===== src/rtl/handshake_constant_seq_pkg.sv =====
// Shared definitions for the constant-sequence handshake block.
// Holds the index-width helpers and the WRAP/SATURATE mode encodings.
package handshake_constant_seq_pkg;

  localparam bit WRAP_MODE     = 1'b1;
  localparam bit SATURATE_MODE = 1'b0;

  function automatic int clog2(input int value);
    int result;
    result = 0;
    for (int i = 0; i < 31; i++) begin
      if ((1 << i) < value) result = i + 1;
    end
    return result;
  endfunction

  // A single-entry table still gets a 1-bit index so the port never collapses.
  function automatic int idx_width(input int depth);
    return clog2((depth < 2) ? 2 : depth);
  endfunction

endpackage


===== src/rtl/handshake_oreg.sv =====
// One-entry valid/ready output register with full throughput.
// The only combinational path is out_ready -> in_ready.
module handshake_oreg #(
  parameter int DATA_WIDTH = 32
) (
  input  logic                  clk,
  input  logic                  rst,
  input  logic                  in_valid,
  output logic                  in_ready,
  input  logic [DATA_WIDTH-1:0] in_data,
  output logic                  out_valid,
  input  logic                  out_ready,
  output logic [DATA_WIDTH-1:0] out_data
);

  logic                  valid_reg;
  logic [DATA_WIDTH-1:0] data_reg;

  assign in_ready  = !valid_reg || out_ready;
  assign out_valid = valid_reg;
  assign out_data  = data_reg;

  always_ff @(posedge clk or negedge rst) begin
    if (!rst) begin
      valid_reg <= 1'b0;
      data_reg  <= '0;
    end else if (in_valid && in_ready) begin
      valid_reg <= 1'b1;
      data_reg  <= in_data;
    end else if (out_ready) begin
      valid_reg <= 1'b0;
    end
  end

endmodule


===== src/rtl/handshake_constant_seq.sv =====
// Emits one entry of a parameter-defined constant table per accepted control token,
// in table order, through a one-entry registered output stage.
module handshake_constant_seq
  import handshake_constant_seq_pkg::*;
#(
  parameter int                          DATA_WIDTH  = 32,
  parameter int                          DEPTH       = 4,
  parameter logic [DEPTH*DATA_WIDTH-1:0] CONST_TABLE = '0,
  parameter bit                          WRAP        = WRAP_MODE
) (
  input  logic                         clk,
  input  logic                         rst,
  input  logic                         restart,
  input  logic                         ctrl_valid,
  output logic                         ctrl_ready,
  output logic [DATA_WIDTH-1:0]        outs,
  output logic                         outs_valid,
  input  logic                         outs_ready,
  output logic [idx_width(DEPTH)-1:0]  idx
);

  localparam int              IDX_W    = idx_width(DEPTH);
  localparam int              SLOTS    = 1 << IDX_W;
  localparam logic [IDX_W-1:0] LAST_IDX = IDX_W'(DEPTH - 1);

  logic [IDX_W-1:0]      idx_reg;
  logic [IDX_W-1:0]      idx_next;
  logic [IDX_W-1:0]      idx_eff;
  logic                  accept;
  logic [DATA_WIDTH-1:0] table_entry [SLOTS];

  // Unreachable slots are tied to zero so the select is a full power-of-two mux.
  generate
    for (genvar gi = 0; gi < SLOTS; gi++) begin : g_table
      if (gi < DEPTH) begin : g_used
        assign table_entry[gi] = CONST_TABLE[gi*DATA_WIDTH +: DATA_WIDTH];
      end else begin : g_pad
        assign table_entry[gi] = '0;
      end
    end
  endgenerate

  assign accept = ctrl_valid && ctrl_ready;
  assign idx    = idx_reg;

  always_comb begin
    idx_eff  = restart ? '0 : idx_reg;
    idx_next = idx_reg;
    if (accept) begin
      if (idx_eff == LAST_IDX) begin
        idx_next = (WRAP == WRAP_MODE) ? '0 : LAST_IDX;
      end else begin
        idx_next = idx_eff + 1'b1;
      end
    end else if (restart) begin
      idx_next = '0;
    end
  end

  always_ff @(posedge clk or negedge rst) begin
    if (!rst) begin
      idx_reg <= '0;
    end else begin
      idx_reg <= idx_next;
    end
  end

  handshake_oreg #(
    .DATA_WIDTH(DATA_WIDTH)
  ) u_oreg (
    .clk      (clk),
    .rst      (rst),
    .in_valid (ctrl_valid),
    .in_ready (ctrl_ready),
    .in_data  (table_entry[idx_eff]),
    .out_valid(outs_valid),
    .out_ready(outs_ready),
    .out_data (outs)
  );

endmodule


===== config.mk =====
export PLATFORM = sky130hd
export DESIGN_NAME = handshake_constant_seq
export DESIGN_NICKNAME = d
export VERILOG_FILES = /design/src/rtl/handshake_constant_seq_pkg.sv /design/src/rtl/handshake_oreg.sv /design/src/rtl/handshake_constant_seq.sv
export SDC_FILE = /design/constraint.sdc
export NUM_CORES = 1
export LEC_CHECK = 0
export BUFFER_PORTS_ARGS = -buffer_cell sky130_fd_sc_hd__buf_2
export CAP_MARGIN = 10
export CORE_AREA = 4 4 41 43
export CTS_BUF_LIST = sky130_fd_sc_hd__clkbuf_8
export DETAILED_ROUTE_END_ITERATION = 8
export DIE_AREA = 0 0 45 47
export GPL_TIMING_DRIVEN = 0
export PLACE_DENSITY = 0.75
export REMOVE_ABC_BUFFERS = 1
export SETUP_SLACK_MARGIN = 0.4
export SYNTH_ARGS = -nofsm -noshare
export SYNTH_HDL_FRONTEND = slang
export SYNTH_SLANG_ARGS = --single-unit

===== constraint.sdc =====
create_clock -name clk -period 2 [get_ports clk]
set_input_delay 0.1 -clock clk [delete_from_list [all_inputs] [get_ports clk]]
set_output_delay 0.1 -clock clk [all_outputs]
set_load 0.02 [all_outputs]

; ---- Yosys cells after proc, flatten, opt, wreduce, memory -nomap -nowiden
; Cells that the tools add are included.
[op_classes]
n_lt_le_gt_ge = 1
muxes = 8
n_bitwise = 1
addsub = 1
n_reduce_logical = 4
n_eq_ne = 1
[op_table]
columns = op, count
row1 = $bmux W32 S2, 1
row2 = $mux W32, 2
row3 = $mux W2, 3
row4 = $ge A3 B3 Y1 const B, 1
row5 = $not A2 Y3, 1
row6 = $add A2 B1 Y2 const B, 1
row7 = $eq A2 B2 Y1 const B, 1
row8 = $mux W1, 2
row9 = $reduce_bool A2 Y1, 1
row10 = $logic_and A1 B1 Y1, 1
row11 = $logic_not A1 Y1, 1
row12 = $logic_or A1 B1 Y1, 1
[word_totals]
reg_bits = 35
output_inout_bits = 36
input_bits = 5
wordCells = 19

; ---- Logic depth before layout (Yosys ltp)
[depth]
word_depth = 5
ltp_mapped = 3
depth_no_buf = 3

; ---- Modules after synthesis
; From an unflattened synthesis, not the netlist that was laid out.
[unflattened]
hier_cells = 81
area_unflattened_um2 = 1493.9
[by_module_without_submodules]
columns = module, seq_area_each_um2, instances, area_each_um2, cells_each
row1 = handshake_oreg, 825.8, 1, 1391.3, 71
row2 = handshake_constant_seq, 50.0, 1, 102.6, 10

; ---- Least setup slack after synthesis
; No wires, ideal clock.
[synth_path]
path_type = flip-flop to flip-flop
from = reg u_oreg.valid_reg, in the netlist u_oreg.out_valid
to = reg idx_reg[1], in the netlist idx[1]
arrival_time_ns = 0.988
setup_slack_ns = 0.887
period_less_slack_ns = 1.113
path_stages_with_launch = 4
setup_ns = 0.125
n_path_buf = 0
required_ns = 1.875
path_cell_list = dfrtp_1 -> nand2b_4 -> nand3_2 -> mux2_4
[synth_between]
elab_chain_cells = 4
[synth_lines]
columns = item, line
row1 = "start, declared", handshake_oreg.sv:16  ; logic valid_reg;
row2 = "start signal, assigned", handshake_oreg.sv:25  ; valid_reg <= 1'b0;
row3 = "start signal, assigned", handshake_oreg.sv:28  ; valid_reg <= 1'b1;
row4 = "start signal, assigned", handshake_oreg.sv:31  ; valid_reg <= 1'b0;
row5 = $logic_not A1 Y1, handshake_oreg.sv:19  ; assign in_ready = !valid_reg || out_ready;
row6 = $logic_or A1 B1 Y1, handshake_oreg.sv:19
row7 = net ctrl_ready, handshake_constant_seq.sv:15  ; output logic ctrl_ready,
row8 = $logic_and A1 B1 Y1, handshake_constant_seq.sv:43  ; assign accept = ctrl_valid && ctrl_ready;
row9 = $mux W2, handshake_constant_seq.sv:49  ; if (accept) begin
row10 = net idx_next[1], handshake_constant_seq.sv:27  ; logic [IDX_W-1:0] idx_next;
row11 = "end signal, assigned", handshake_constant_seq.sv:64  ; idx_reg <= idx_next;
row12 = "end, declared", handshake_constant_seq.sv:26  ; logic [IDX_W-1:0] idx_reg;
; The timed path passes the listed nets, and every way through them passes these cells.
; A chain may end at the register's enable or synchronous reset.

; ---- Final worst setup path
[layout_path]
from = reg u_oreg.valid_reg, in the netlist u_oreg.out_valid
to = reg idx_reg[1], in the netlist idx[1]
[layout_between]
elab_chain_cells = 4
[layout_lines]
columns = item, line
row1 = $logic_not A1 Y1, handshake_oreg.sv:19
row2 = $logic_or A1 B1 Y1, handshake_oreg.sv:19
row3 = $logic_and A1 B1 Y1, handshake_constant_seq.sv:43
row4 = $mux W2, handshake_constant_seq.sv:49
row5 = net idx_next[1], handshake_constant_seq.sv:27
; The timed path passes the listed nets, and every way through them passes these cells.

==> impl_metrics.env <==
export IMPL_dpl_cell_area_um2=332
export IMPL_critPathLaunchType="flop"
export IMPL_fin_setup_tns_ns=0
export IMPL_cts_setup_buffers=0
export IMPL_path_class="flop to flop"
export IMPL_drive_gt1_share_pct=26.3
export IMPL_path_max_fanout=4
export IMPL_finalHoldViolations=0
export IMPL_vias=217
export IMPL_avgSynthCellArea_um2=8.81
export IMPL_postLayoutSetupSlackWorst_ns=1.02
export IMPL_synthTopCellsByArea="buf_4, dfrtp_1, mux2_4"
export IMPL_yosysWarnings=0
export IMPL_dp_hpwl_um=507
export IMPL_firstDrtPassIters=1
export IMPL_grt_pass1_wl_um=655
export IMPL_grt_max_degree=5
export IMPL_io_buffers=8
export IMPL_power_static_leakage_nw=0.243
export IMPL_drv_slew=0
export IMPL_cts_tree="built"
export IMPL_largest_reg_flops=2
export IMPL_cap_viol_max_count=0
export IMPL_rows=13
export IMPL_htreeDepth=1
export IMPL_coreArea_um2=1300
export IMPL_grt_pass1_vias=185
export IMPL_final_core_util_pct=29.7
export IMPL_fin_area_um2=387
export IMPL_synth_distinct_cells=12
export IMPL_peakVddDrop_uv=198
export IMPL_netlist_instances=45
export IMPL_max_freq_ghz=1.02
export IMPL_post_route_min_period_ns=0.982
export IMPL_dieWidth_um=45
export IMPL_power_density_nw_per_um2=881
export IMPL_antenna_left=0
export IMPL_cts_sinks=3
export IMPL_synth_top_area_cell="buf_4"
export IMPL_clock_skew_ns=0.00136
export IMPL_globalRouteTotalUtil_pct=5.22
export IMPL_wl_per_cell_um=8.06
export IMPL_hp_class="input pin to flop"
export IMPL_numCtsBuffers=3
export IMPL_initial_core_util_pct=30.5
export IMPL_ioPinCount=41
export IMPL_nNetsFinal=63
export IMPL_outcome="completed"
export IMPL_ys_ff_latch=3
export IMPL_finalSetupViolCount=0
export IMPL_die_area_um2=2120
export IMPL_antenna_found_initial=0
export IMPL_viasPerCell=3.01
export IMPL_grt_use_met3_pct=2.68
export IMPL_power_uw=340
export IMPL_critPathCaptureType="flop"
export IMPL_grt_setup_unrepaired="false"
export IMPL_drtIter0Drc=0
export IMPL_global_route_usage_met2_pct=6.21
export IMPL_syn_area_um2=397
export IMPL_period_share_pct=49.1
export IMPL_diodes=0
export IMPL_drc=0
export IMPL_area_growth_syn_to_layout_pct=-2.52
export IMPL_routabilityCongestion=0.607
export IMPL_cts_root_buf="clkbuf_8"
export IMPL_layout_commonest_cell="conb_1"
export IMPL_insertion_delay_ns=0.21
export IMPL_synth_top_area_share_pct=60.6
export IMPL_grtUsageMet1_pct=4.34
export IMPL_overflow=0
export IMPL_worst_ep_required_time_ns=2.09
export IMPL_die_h_um=47
export IMPL_pre_cts_ws_ns=1.01
export IMPL_synth_seq_area_share_pct=18.9
export IMPL_final_cell_mix="conb_1, buf_2, clkbuf_8, dfrtp_1"
export IMPL_drt_total_wl_um=580
export IMPL_fin_hold_ws_ns=0.118
export IMPL_placed_cells=67
export IMPL_clkTransAtPathRegs_ns=0.03
export IMPL_cts_buffer_depth=2
export IMPL_final_cells=72
export IMPL_worst_ep_arrival_time_ns=1.07
export IMPL_top_usage_layer="met4"
-- kinds of logic (layout without fill, tap and decap cells) --
group                     after synthesis  after routing  share of synthesized area, %
and+or+nand+nor                         7              7                          13.6
buffers and inverters                  32             13                          60.6
xor gates and xnor gates                1              1                          2.21
DFF                                     3              3                          18.9
other                                   1             32                         0.945
muxes                                   1              1                          3.78
-- path summary, 6_finish.rpt --
| kind | startpoint | end | slack, ns | depth (start not counted) |
|---|---|---|---|---|
| max | u_oreg.out_valid$_DFFE_PN0P_ | idx[1]$_DFF_PN0_ | 1.02 | 3 |
| min | ctrl_valid | u_oreg.out_valid$_DFFE_PN0P_ | 0.12 | 2 |
| max reg2reg | u_oreg.out_valid$_DFFE_PN0P_ | idx[1]$_DFF_PN0_ | 1.02 | 3 |
| min reg2reg | u_oreg.out_valid$_DFFE_PN0P_ | u_oreg.out_valid$_DFFE_PN0P_ | 0.63 | 2 |
| max in group asynchronous | rst | idx[1]$_DFF_PN0_ | 1.68 | 2 |
| min in group asynchronous | rst | u_oreg.out_valid$_DFFE_PN0P_ | 0.21 | 2 |
-- per-layer routing --
layer | vias to the layer above | wire (um)
met1 | 91 | 153
met4 | 0 | 19
met5 | - | 0
met2 | 27 | 265
li1 | 97 | -
met3 | 2 | 141
-- where the power goes --
group          internal [mW]  total [mW]  switching (mW)  leakage [nW]
clock                  0.130       0.168          0.0372        0.0269
combinational         0.0215      0.0983          0.0768         0.179
sequential            0.0681      0.0746         0.00646        0.0365
total                  0.220       0.340           0.120         0.243
-- layout make-up --
type,instances,area (um^2)
clock inverters,1,3.75
well taps,15,18.8
multi-input cells,41,198
repair buffers,9,50.0
flip-flops and latches,3,75.1
fillers,157,915
clock buffers,3,41.3
-- cells in the mapped netlist (all sizes together) --
library cell / count
nand2: 1
conb: 1
or2b: 1
nor2: 1
nand2b: 1
buf: 32
xnor2: 1
nand3: 1
and2b: 1
dfrtp: 3
mux2: 1
nor2b: 1
-- worst max-delay path: stages, from the launching register on --
cell	delay, ns
dfrtp_1	0.39
nand2b_4	0.09
nand3_2	0.08
mux2_4	0.29
-- timing repair --
item	4_1_cts	5_1_grt
resized for setup	0	0
endpoints found under the hold margin	3	0
hold buffers	1	0
Power figures use the tool's default switching activity.
